$ cat src/rtl/pwm_gen_multi_if.sv
// Purpose : control/config bundle between the peripheral register file and pwm_gen_multi.
// Latency : n/a (wires only).
// Backpressure: none; cfg_wr is a one-cycle strobe that is always accepted.
// Signals:
//   pwm_en        global enable (0 freezes counter and outputs)
//   cfg_wr        strobe capturing every cfg_* field into the pending set
//   cfg_period    counter terminal value
//   cfg_prescale  counter advances every cfg_prescale+1 clocks
//   cfg_functions per channel {unaligned, right_align}, ch i at [2i+1:2i]
//   cfg_compare1  per channel threshold 1, ch i at [WIDTH*i +: WIDTH]
//   cfg_compare2  per channel threshold 2 (unaligned mode)
//   cfg_pending   pending set written but not yet applied
//   count_val     current period counter
//   pwm_out       registered PWM outputs
interface pwm_gen_multi_if #(
  parameter int WIDTH  = 16,
  parameter int NUM_CH = 4,
  parameter int PSC_W  = 8
);
  logic                    pwm_en;
  logic                    cfg_wr;
  logic [WIDTH-1:0]        cfg_period;
  logic [PSC_W-1:0]        cfg_prescale;
  logic [2*NUM_CH-1:0]     cfg_functions;
  logic [WIDTH*NUM_CH-1:0] cfg_compare1;
  logic [WIDTH*NUM_CH-1:0] cfg_compare2;
  logic                    cfg_pending;
  logic [WIDTH-1:0]        count_val;
  logic [NUM_CH-1:0]       pwm_out;

  // Register-file side.
  modport master (
    output pwm_en, cfg_wr, cfg_period, cfg_prescale, cfg_functions,
           cfg_compare1, cfg_compare2,
    input  cfg_pending, count_val, pwm_out
  );

  // PWM generator side.
  modport slave (
    input  pwm_en, cfg_wr, cfg_period, cfg_prescale, cfg_functions,
           cfg_compare1, cfg_compare2,
    output cfg_pending, count_val, pwm_out
  );
endinterface

$ cat src/rtl/pwm_gen_multi.sv
// Purpose : multi-channel PWM generator, one shared prescaled counter, double-buffered config.
// Latency : pwm_out is registered, 1 clock behind count_val; new config applies at the next wrap.
// Backpressure: none; cfg_wr always accepted, a later write overwrites a not-yet-applied pending set.
// Ports:
//   clk, rst_n   peripheral clock, asynchronous active-low reset
//   bus (slave)  pwm_en, cfg_wr, cfg_* inputs; cfg_pending, count_val, pwm_out outputs
//   irq, irq_clr sticky wrap interrupt and its clear (only when PWM_GEN_IRQ_EN is defined)
// Build option: define PWM_GEN_IRQ_EN to add the wrap interrupt.
module pwm_gen_multi #(
  parameter int WIDTH  = 16,
  parameter int NUM_CH = 4,
  parameter int PSC_W  = 8
) (
  input  logic clk,
  input  logic rst_n,
`ifdef PWM_GEN_IRQ_EN
  input  logic irq_clr,
  output logic irq,
`endif
  pwm_gen_multi_if.slave bus
);

  // Active set drives the counter/compare logic; pending set holds the latest write.
  logic [WIDTH-1:0]        act_period,  pend_period;
  logic [PSC_W-1:0]        act_psc,     pend_psc;
  logic [2*NUM_CH-1:0]     act_func,    pend_func;
  logic [WIDTH*NUM_CH-1:0] act_cmp1,    pend_cmp1;
  logic [WIDTH*NUM_CH-1:0] act_cmp2,    pend_cmp2;
  logic                    pend_vld;

  logic [PSC_W-1:0]  psc_q;
  logic [WIDTH-1:0]  cnt_q;
  logic [NUM_CH-1:0] out_q;
  logic [NUM_CH-1:0] out_nxt;
  logic              tick;
  logic              wrap;
  logic              apply;

  assign tick  = bus.pwm_en && (psc_q == act_psc);
  assign wrap  = tick && (cnt_q == act_period);
  // Apply at a period boundary, or straight away while stopped so a
  // disabled block never sits on stale settings.
  assign apply = pend_vld && (wrap || !bus.pwm_en);

  function automatic logic chan_out(input logic [1:0]       fn,
                                    input logic [WIDTH-1:0] cnt,
                                    input logic [WIDTH-1:0] c1,
                                    input logic [WIDTH-1:0] c2);
    if (fn[1])      chan_out = (c1 <= cnt) && (cnt < c2);
    else if (fn[0]) chan_out = (cnt >= c1);
    else            chan_out = (cnt < c1);
  endfunction

  always_comb begin
    out_nxt = '0;
    for (int i = 0; i < NUM_CH; i++) begin
      out_nxt[i] = chan_out(act_func[2*i +: 2], cnt_q,
                            act_cmp1[WIDTH*i +: WIDTH],
                            act_cmp2[WIDTH*i +: WIDTH]);
    end
  end

  // Prescaler and period counter; both hold while disabled.
  always_ff @(posedge clk or negedge rst_n) begin
    if (!rst_n) begin
      psc_q <= '0;
      cnt_q <= '0;
    end else if (bus.pwm_en) begin
      if (tick) begin
        psc_q <= '0;
        cnt_q <= (cnt_q == act_period) ? '0 : cnt_q + WIDTH'(1);
      end else begin
        psc_q <= psc_q + PSC_W'(1);
      end
    end
  end

  // Double-buffered configuration. A write coinciding with an apply lands in
  // pending after the old pending contents have moved to active, so
  // pend_vld stays set for the new data.
  always_ff @(posedge clk or negedge rst_n) begin
    if (!rst_n) begin
      pend_period <= '0;
      pend_psc    <= '0;
      pend_func   <= '0;
      pend_cmp1   <= '0;
      pend_cmp2   <= '0;
      pend_vld    <= 1'b0;
      act_period  <= '0;
      act_psc     <= '0;
      act_func    <= '0;
      act_cmp1    <= '0;
      act_cmp2    <= '0;
    end else begin
      if (apply) begin
        act_period <= pend_period;
        act_psc    <= pend_psc;
        act_func   <= pend_func;
        act_cmp1   <= pend_cmp1;
        act_cmp2   <= pend_cmp2;
      end
      if (bus.cfg_wr) begin
        pend_period <= bus.cfg_period;
        pend_psc    <= bus.cfg_prescale;
        pend_func   <= bus.cfg_functions;
        pend_cmp1   <= bus.cfg_compare1;
        pend_cmp2   <= bus.cfg_compare2;
        pend_vld    <= 1'b1;
      end else if (apply) begin
        pend_vld    <= 1'b0;
      end
    end
  end

  // Outputs compare the current count against the active set, so they lag count_val by a clock.
  always_ff @(posedge clk or negedge rst_n) begin
    if (!rst_n)          out_q <= '0;
    else if (bus.pwm_en) out_q <= out_nxt;
  end

`ifdef PWM_GEN_IRQ_EN
  logic irq_flag;

  // Sticky wrap flag; a wrap in the same cycle as a clear keeps it set.
  always_ff @(posedge clk or negedge rst_n) begin
    if (!rst_n)       irq_flag <= 1'b0;
    else if (wrap)    irq_flag <= 1'b1;
    else if (irq_clr) irq_flag <= 1'b0;
  end

  assign irq = irq_flag;
`else
  // No interrupt flag in this build; wraps only drive the config apply.
`endif

  assign bus.cfg_pending = pend_vld;
  assign bus.count_val   = cnt_q;
  assign bus.pwm_out     = out_q;

endmodule

$ cat src/flat_wrapper.sv
// flat-port wrapper written by rule: the top's interface ports become plain ports
module pwm_gen_multi_flat 
#(
  parameter int WIDTH  = 16,
  parameter int NUM_CH = 4,
  parameter int PSC_W  = 8
)
  (clk, rst_n, bus_pwm_en, bus_cfg_wr, bus_cfg_period, bus_cfg_prescale, bus_cfg_functions, bus_cfg_compare1, bus_cfg_compare2, bus_cfg_pending, bus_count_val, bus_pwm_out);
  pwm_gen_multi_if #(.WIDTH(WIDTH), .NUM_CH(NUM_CH), .PSC_W(PSC_W)) bus_i ();
  input  logic clk;
  input  logic rst_n;
  input wire logic [$bits(bus_i.pwm_en)-1:0] bus_pwm_en;
  input wire logic [$bits(bus_i.cfg_wr)-1:0] bus_cfg_wr;
  input wire logic [$bits(bus_i.cfg_period)-1:0] bus_cfg_period;
  input wire logic [$bits(bus_i.cfg_prescale)-1:0] bus_cfg_prescale;
  input wire logic [$bits(bus_i.cfg_functions)-1:0] bus_cfg_functions;
  input wire logic [$bits(bus_i.cfg_compare1)-1:0] bus_cfg_compare1;
  input wire logic [$bits(bus_i.cfg_compare2)-1:0] bus_cfg_compare2;
  output wire logic [$bits(bus_i.cfg_pending)-1:0] bus_cfg_pending;
  output wire logic [$bits(bus_i.count_val)-1:0] bus_count_val;
  output wire logic [$bits(bus_i.pwm_out)-1:0] bus_pwm_out;
  assign bus_i.pwm_en = bus_pwm_en;
  assign bus_i.cfg_wr = bus_cfg_wr;
  assign bus_i.cfg_period = bus_cfg_period;
  assign bus_i.cfg_prescale = bus_cfg_prescale;
  assign bus_i.cfg_functions = bus_cfg_functions;
  assign bus_i.cfg_compare1 = bus_cfg_compare1;
  assign bus_i.cfg_compare2 = bus_cfg_compare2;
  assign bus_cfg_pending = bus_i.cfg_pending;
  assign bus_count_val = bus_i.count_val;
  assign bus_pwm_out = bus_i.pwm_out;
  pwm_gen_multi #(.WIDTH(WIDTH), .NUM_CH(NUM_CH), .PSC_W(PSC_W)) u_core (.clk(clk), .rst_n(rst_n), .bus(bus_i));
endmodule
$ cat config.mk
export PLATFORM = sky130hd
export DESIGN_NAME = pwm_gen_multi_flat
export DESIGN_NICKNAME = d
export VERILOG_FILES = /design/src/rtl/pwm_gen_multi_if.sv /design/src/rtl/pwm_gen_multi.sv /design/src/flat_wrapper.sv
export SDC_FILE = /design/constraint.sdc
export NUM_CORES = 1
export LEC_CHECK = 0
export CAP_MARGIN = 0
export CELL_PAD_IN_SITES_DETAIL_PLACEMENT = 1
export CELL_PAD_IN_SITES_GLOBAL_PLACEMENT = 1
export CORE_ASPECT_RATIO = 1.4
export CORE_MARGIN = 4
export CORE_UTILIZATION = 45
export CTS_BUF_LIST = sky130_fd_sc_hd__clkbuf_4 sky130_fd_sc_hd__clkbuf_8
export CTS_CLUSTER_SIZE = 30
export DETAILED_ROUTE_END_ITERATION = 8
export GPL_TIMING_DRIVEN = 0
export PLACE_DENSITY_LB_ADDON = 0.1
export RECOVER_POWER = 50
export SLEW_MARGIN = 5
export SYNTH_ARGS = -nofsm -noshare
export SYNTH_HDL_FRONTEND = slang
export SYNTH_SLANG_ARGS = --single-unit
$ cat constraint.sdc
create_clock -name clk -period 4.5 [get_ports clk]
set_input_delay 0.9 -clock clk [delete_from_list [all_inputs] [get_ports clk]]
set_output_delay 0.9 -clock clk [all_outputs]
set_load 0.02 [all_outputs]
* Word-level counts from Yosys, hierarchy flattened
Cells that the tools add are included.
** Word-level totals
- Register bits after elaboration :: 349
- Bits of input ports :: 164
- Output and inout bits :: 21
- Logic and storage cells :: 57
** Operators by class
- $add $sub $neg :: 2
- Order comparisons :: 16
- Eq/ne operators :: 2
- Muxes and demuxes :: 12
- Reduce and logical (&&, ||, !) cells :: 11
** Operator list (number)
- < comparator 16 bit :: 8
- >= comparator 16 bit :: 4
- <= comparator 16 bit :: 4
- adder 16 x 1 -> 16 bit (second input constant) :: 1
- equality test 16 bit :: 1
- 2-to-1 mux 16 bit :: 1
- 2-to-1 mux 1 bit :: 10
- adder 8 x 1 -> 8 bit (second input constant) :: 1
- equality test 8 bit :: 1
- 2-to-1 mux 8 bit :: 1
- logical AND 1 bit :: 7
- AND reduction 2 bit :: 1
- nonzero test 2 bit :: 1
- zero test 1 bit :: 1
- logical OR 1 bit :: 1

* Logic depth before layout (Yosys ltp)
- Depth in word-level cells :: 7
- Mapped depth :: 9

* Worst setup path before layout
Ideal clock, no wire load.
- Kind :: register -> register
- Start :: register u_core.cnt_q[12] (netlist: u_core.bus.count_val[12])
- End :: register u_core.out_q[3] (netlist: u_core.bus.pwm_out[3])
- Library setup time :: 0.104 ns
- Data arrival time :: 2.519 ns
- Required time :: 4.396 ns
- Slack :: 1.877 ns
- Stages on the path, launching flop included :: 9
- Path buffers :: 0
- Cells stage by stage :: dfrtp_1 inv_1 ha_1 nand4_1 or4_1 a21o_1 a21o_1 mux2_2 o311ai_1
** On the way
- Longest elaborated chain between the ends :: 3
** RTL lines
- start, declared :: line pwm_gen_multi.sv:32 : logic [WIDTH-1:0] cnt_q;
- start signal, assigned :: line pwm_gen_multi.sv:71 : cnt_q <= (cnt_q == act_period) ? '0 : cnt_q + WIDTH'(1);
- < comparator 16 bit (tied with other cells) :: line pwm_gen_multi.sv:51 : else chan_out = (cnt < c1);
- 2-to-1 mux 1 bit or logical AND 1 bit (tied branches) :: line pwm_gen_multi.sv:50, pwm_gen_multi.sv:49
- 2-to-1 mux 1 bit * :: line pwm_gen_multi.sv:49 : if (fn[1]) chan_out = (c1 <= cnt) && (cnt < c2);
- end signal, assigned :: line pwm_gen_multi.sv:118 : else if (bus.pwm_en) out_q <= out_nxt;
- end, declared :: line pwm_gen_multi.sv:33 : logic [NUM_CH-1:0] out_q;
Every way passes the cells marked *; elsewhere a longest branch is shown, timed or not.
A chain may end at the register's enable or synchronous reset.

* Final worst setup path
- Start :: register u_core.cnt_q[11] (netlist: u_core.bus.count_val[11])
- End :: output bus_count_val[11]
** RTL lines
- end, declared :: line flat_wrapper.sv:20 : output wire logic [$bits(bus_i.count_val)-1:0] bus_count_val;
No word-level cell between the ends.

==> key figures <==
Outcome
  – Outcome: complete, but fails checks
  – Failing checks: max-capacitance violations, max-slew violations

CTS
  – Num CTS Buffers: between 50 and 60
  – Post-CTS Resized: 0
  – Hold buffers post-CTS: 0
  – Clock transition at the registers of the reported paths: 0.06 ns
  – CTS tree: built
  – Clock sink count: roughly 350
  – CTS root buf: clkbuf_8
  – Longest Clk Path Bufs: 3
  – Skew-Pair Late Insertion Delay: around 0.6 ns
  – Post-CTS setup buffer count: 0
  – CTS H-tree lvls: 2

Drt
  – Initial DRC count: 380
  – Post-Route WL: approximately 45,000 um
  – Via count: about 11,000
  – Post-DRT Antenna Nets: 0
  – DR WL/cell: between 20 and 25 um
  – # DRC: 0
  – Vias per inst: between 5 and 6
  – Pre-antenna DRT Iters: 4

Cells and area
  – Final core utilization: between 50% and 60%
  – Final Non-Filler Cells: 2,062
  – Nets: between 1,500 and 2,000
  – Area Overhead vs Synth: 21.78%
  – Fin area: approximately 21,000 um^2
  – Layout cells sized above 1: approximately 28%

Synthesis
  – Post-Synth XOR/XNOR Area: under 10%
  – Avg Cell Area, Syn: about 13 um^2
  – Number of synthesized flops with an enable pin: 0
  – Compound-cell area share of the yosys netlist: 4.817%
  – Post-Syn Instances: 1,303
  – Ys flop type: dfrtp_1
  – Unique masters post-synth: 52
  – Post-synthesis sequential area ratio: about half
  – Syn Std Cell Area: around 17,000 um^2
  – Area share of fa/ha/maj cells after synthesis: 9.252%
  – Post-Syn Nets: between 1,500 and 2,000
  – Simple-gate share of the synthesized area: under 10%
  – Mux cell area share after synthesis: 23.54%
  – Synth Warn #: 0
  – Synth Register Bits: 349
  – Async SR Flop Fraction: between 90% and 100%
  – Largest family of logic cells by synthesized area: multiplexers

Placement
  – Number of port buffers: approximately 180
  – Total placed cells including tap cells: 1,961
  – Placed inst area: 19,540 um^2
  – Placer Congestion: just under 0.8
  – Detailed placement HPWL: between 30,000 and 40,000 um

STA
  – Maximum clock frequency: 291.8 MHz
  – Final hold slack: about 0.23 ns
  – Worst-Margin Slew: approximately 2.4 ns
  – Final Setup Violations: 0
  – Min Tclk post-route: 3.427 ns
  – RSZ-0062 raised after global routing: no
  – Final slew viol count: between 80 and 90
  – Slew margin rel.: -57.65%
  – Final Hold Fails: 0
  – Clk_skew: around 0.017 ns
  – Fin crit share: about 76%

Critical path
  – CP bufs+invs: 1
  – WS Path Type: flip-flop to output pin
  – CP Cell Sequence: clkdlybuf4s50_1
  – Delay-heaviest family, CP: flip-flops
  – Setup crit start: u_core.bus.count_val[11]$_DFFE_PN0P_
  – Worst r2r src: u_core.bus.count_val[8]$_DFFE_PN0P_
  – Critical Path RT: roughly 3.6 ns
  – Critical path startpoint category: flip-flop
  – CP max stage delay: around 1.1 ns
  – CP Depth: 1
  – Capturing element type of the critical path: output pin
  – CP max stage cell: dfrtp_1
  – Worst Path Arrival: ~2.5 ns
  – Worst Reg-to-Reg Cells: 8
  – Crit path max fanout: 14

Flow run
  – Max Cap Viol: 1

Power and ir drop
  – Internal Pwr Total: around 6.4 mW
  – Max IR drop VDD: between 0.0002 and 0.00025 V
  – Net switching power: 2.532 mW
  – Sw Ratio: 28.40%
  – Combinational fraction of design power: 21.5%
  – Seq pwr share: a little under half
  – Pwr/cell area: 429.6 nW/um^2
  – Total power: just under 9 mW
  – Static Leakage: a little under 10 nW
  – Clock share of power: between 30% and 40%

Global route
  – Initial antenna violation count: 7
  – Largest net degree at the start of global routing: 98
  – Grt total ovfl: 0
  – Total track usage: between 20 and 25%
  – Vias in the first global route: 12,300
  – First-pass GRT wire length: between 60,000 and 70,000 um

Floorplanning
  – Initial Util: a little under half
  – IO Pins: around 190
  – Core Rows: 84
  – Die width: 172.5 um
  – Die H: around 240 um
  – Die ar.: 41,090 um^2
  – Core area: roughly 38,000 um^2

Min path
  – Worst hold path type: input port to async pin
-- layout make-up --
type | count | area, um^2
Inverter | 129 | 484.2
Tap cell | 473 | 591.8
Fill cell | 3788 | 16770
Sequential cell | 349 | 8733
Timing Repair Buffer | 185 | 1887
Multi-Input combinational cell | 783 | 7570
Clock inverter | 4 | 45.04
Buffer | 42 | 251.5
Antenna cell | 2 | 5.005
Clock buffer | 95 | 1182
-- per-layer routing --
| layer | track usage, % | wire (um) |
|---|---|---|
| met5 | 0 | 44 |
| met4 | 7.054 | 1358 |
| met3 | 4.309 | 2277 |
| met2 | 37.73 | 22440 |
| met1 | 28.11 | 18460 |
-- layout by cell type (no fill, tap or decap), types with 30 or more instances in the layout --
master           instances
ha_1                   126
mux2_4                 100
dfrtp_1                349
nand4_1                 30
clkdlybuf4s50_1        181
clkbuf_8                75
a21oi_1                 46
nor2_1                  37
nand2_1                 41
inv_1                  128
mux2_2                 222
-- state kept, by name, indices dropped and copies added (netlist names), 16 cells and up --
register and count:
u_core.pend_cmp2 64, u_core.act_cmp2 64, u_core.act_cmp1 64, u_core.pend_period 16, u_core.bus.count_val 16, u_core.act_period 16
u_core.pend_cmp1 64
-- cells in the mapped netlist, types with 3 or more instances --
library cell,n,area [um^2]
nand2_1,41,153.9
xnor2_1,25,219.0
nand3b_1,4,30.03
ha_1,126,1577
a2111oi_0,5,43.79
dfrtp_1,349,8733
o41ai_1,3,26.28
nand4_1,30,187.7
o21ai_0,27,135.1
nor4_1,5,31.28
buf_2,9,45.04
a211oi_1,7,52.55
clkbuf_1,22,82.58
nor3_1,13,65.06
nor2b_1,5,31.28
buf_6,11,123.9
mux2_2,222,2500
and3_1,5,31.28
or3_1,3,18.77
nor2_1,37,138.9
xor2_1,12,105.1
mux2_4,100,1501
a21oi_1,46,230.2
o31ai_1,7,52.55
a21o_1,13,97.59
nand2b_1,4,25.02
nand3_1,13,65.06
inv_1,128,480.5
-- kinds of logic (layout without fill, tap and decap cells) --
family                   Yosys count  in the layout
adder cells (fa/ha/maj)          126            126
other                              0              2
buffers and inverters            171            455
AND/OR/NAND/NOR                  166            166
flip-flops                       349            349
multiplexers                     323            323
AO/OA/AOI/OAI                    131            131
XOR/XNOR                          37             37
-- worst paths after layout --
check / end / slack [ns]
worst min register to register: u_core.act_cmp1[5]$_DFFE_PN0P_ / 0.50
max in group asynchronous: u_core.pend_cmp2[9]$_DFFE_PN0P_ / 1.56
worst max register to register: u_core.bus.pwm_out[3]$_DFFE_PN0P_ / 1.14
worst max-delay path: bus_count_val[11] / 1.07
worst min-delay path: u_core.pend_cmp1[24]$_DFFE_PN0P_ / 0.23
min in group clk: u_core.act_cmp1[5]$_DFFE_PN0P_ / 0.50
-- power groups by stage --
stage | Combinational (mW) | Sequential, mW | Clock (mW)
after detailed placement | 1.94 | 4.10 | 0
after floorplan | 1.30 | 3.94 | 0
after global routing | 2.16 | 4.11 | 3.20
after global placement | 1.83 | 4.08 | 0
after CTS | 1.96 | 4.05 | 3.05
final | 1.92 | 4.05 | 2.95
-- through the flow --
stage | TNS [ns] | setup WS [ns]
2_1_floorplan | 0 | 1.877
5_1_grt | 0 | 0.9784
4_1_cts | 0 | 0.9945
6_report | 0 | 1.073
3_3_place_gp | -4483.76 | -12.89
3_5_place_dp | 0 | 0.9935
Note: power is estimated with default switching activity, not from simulation.
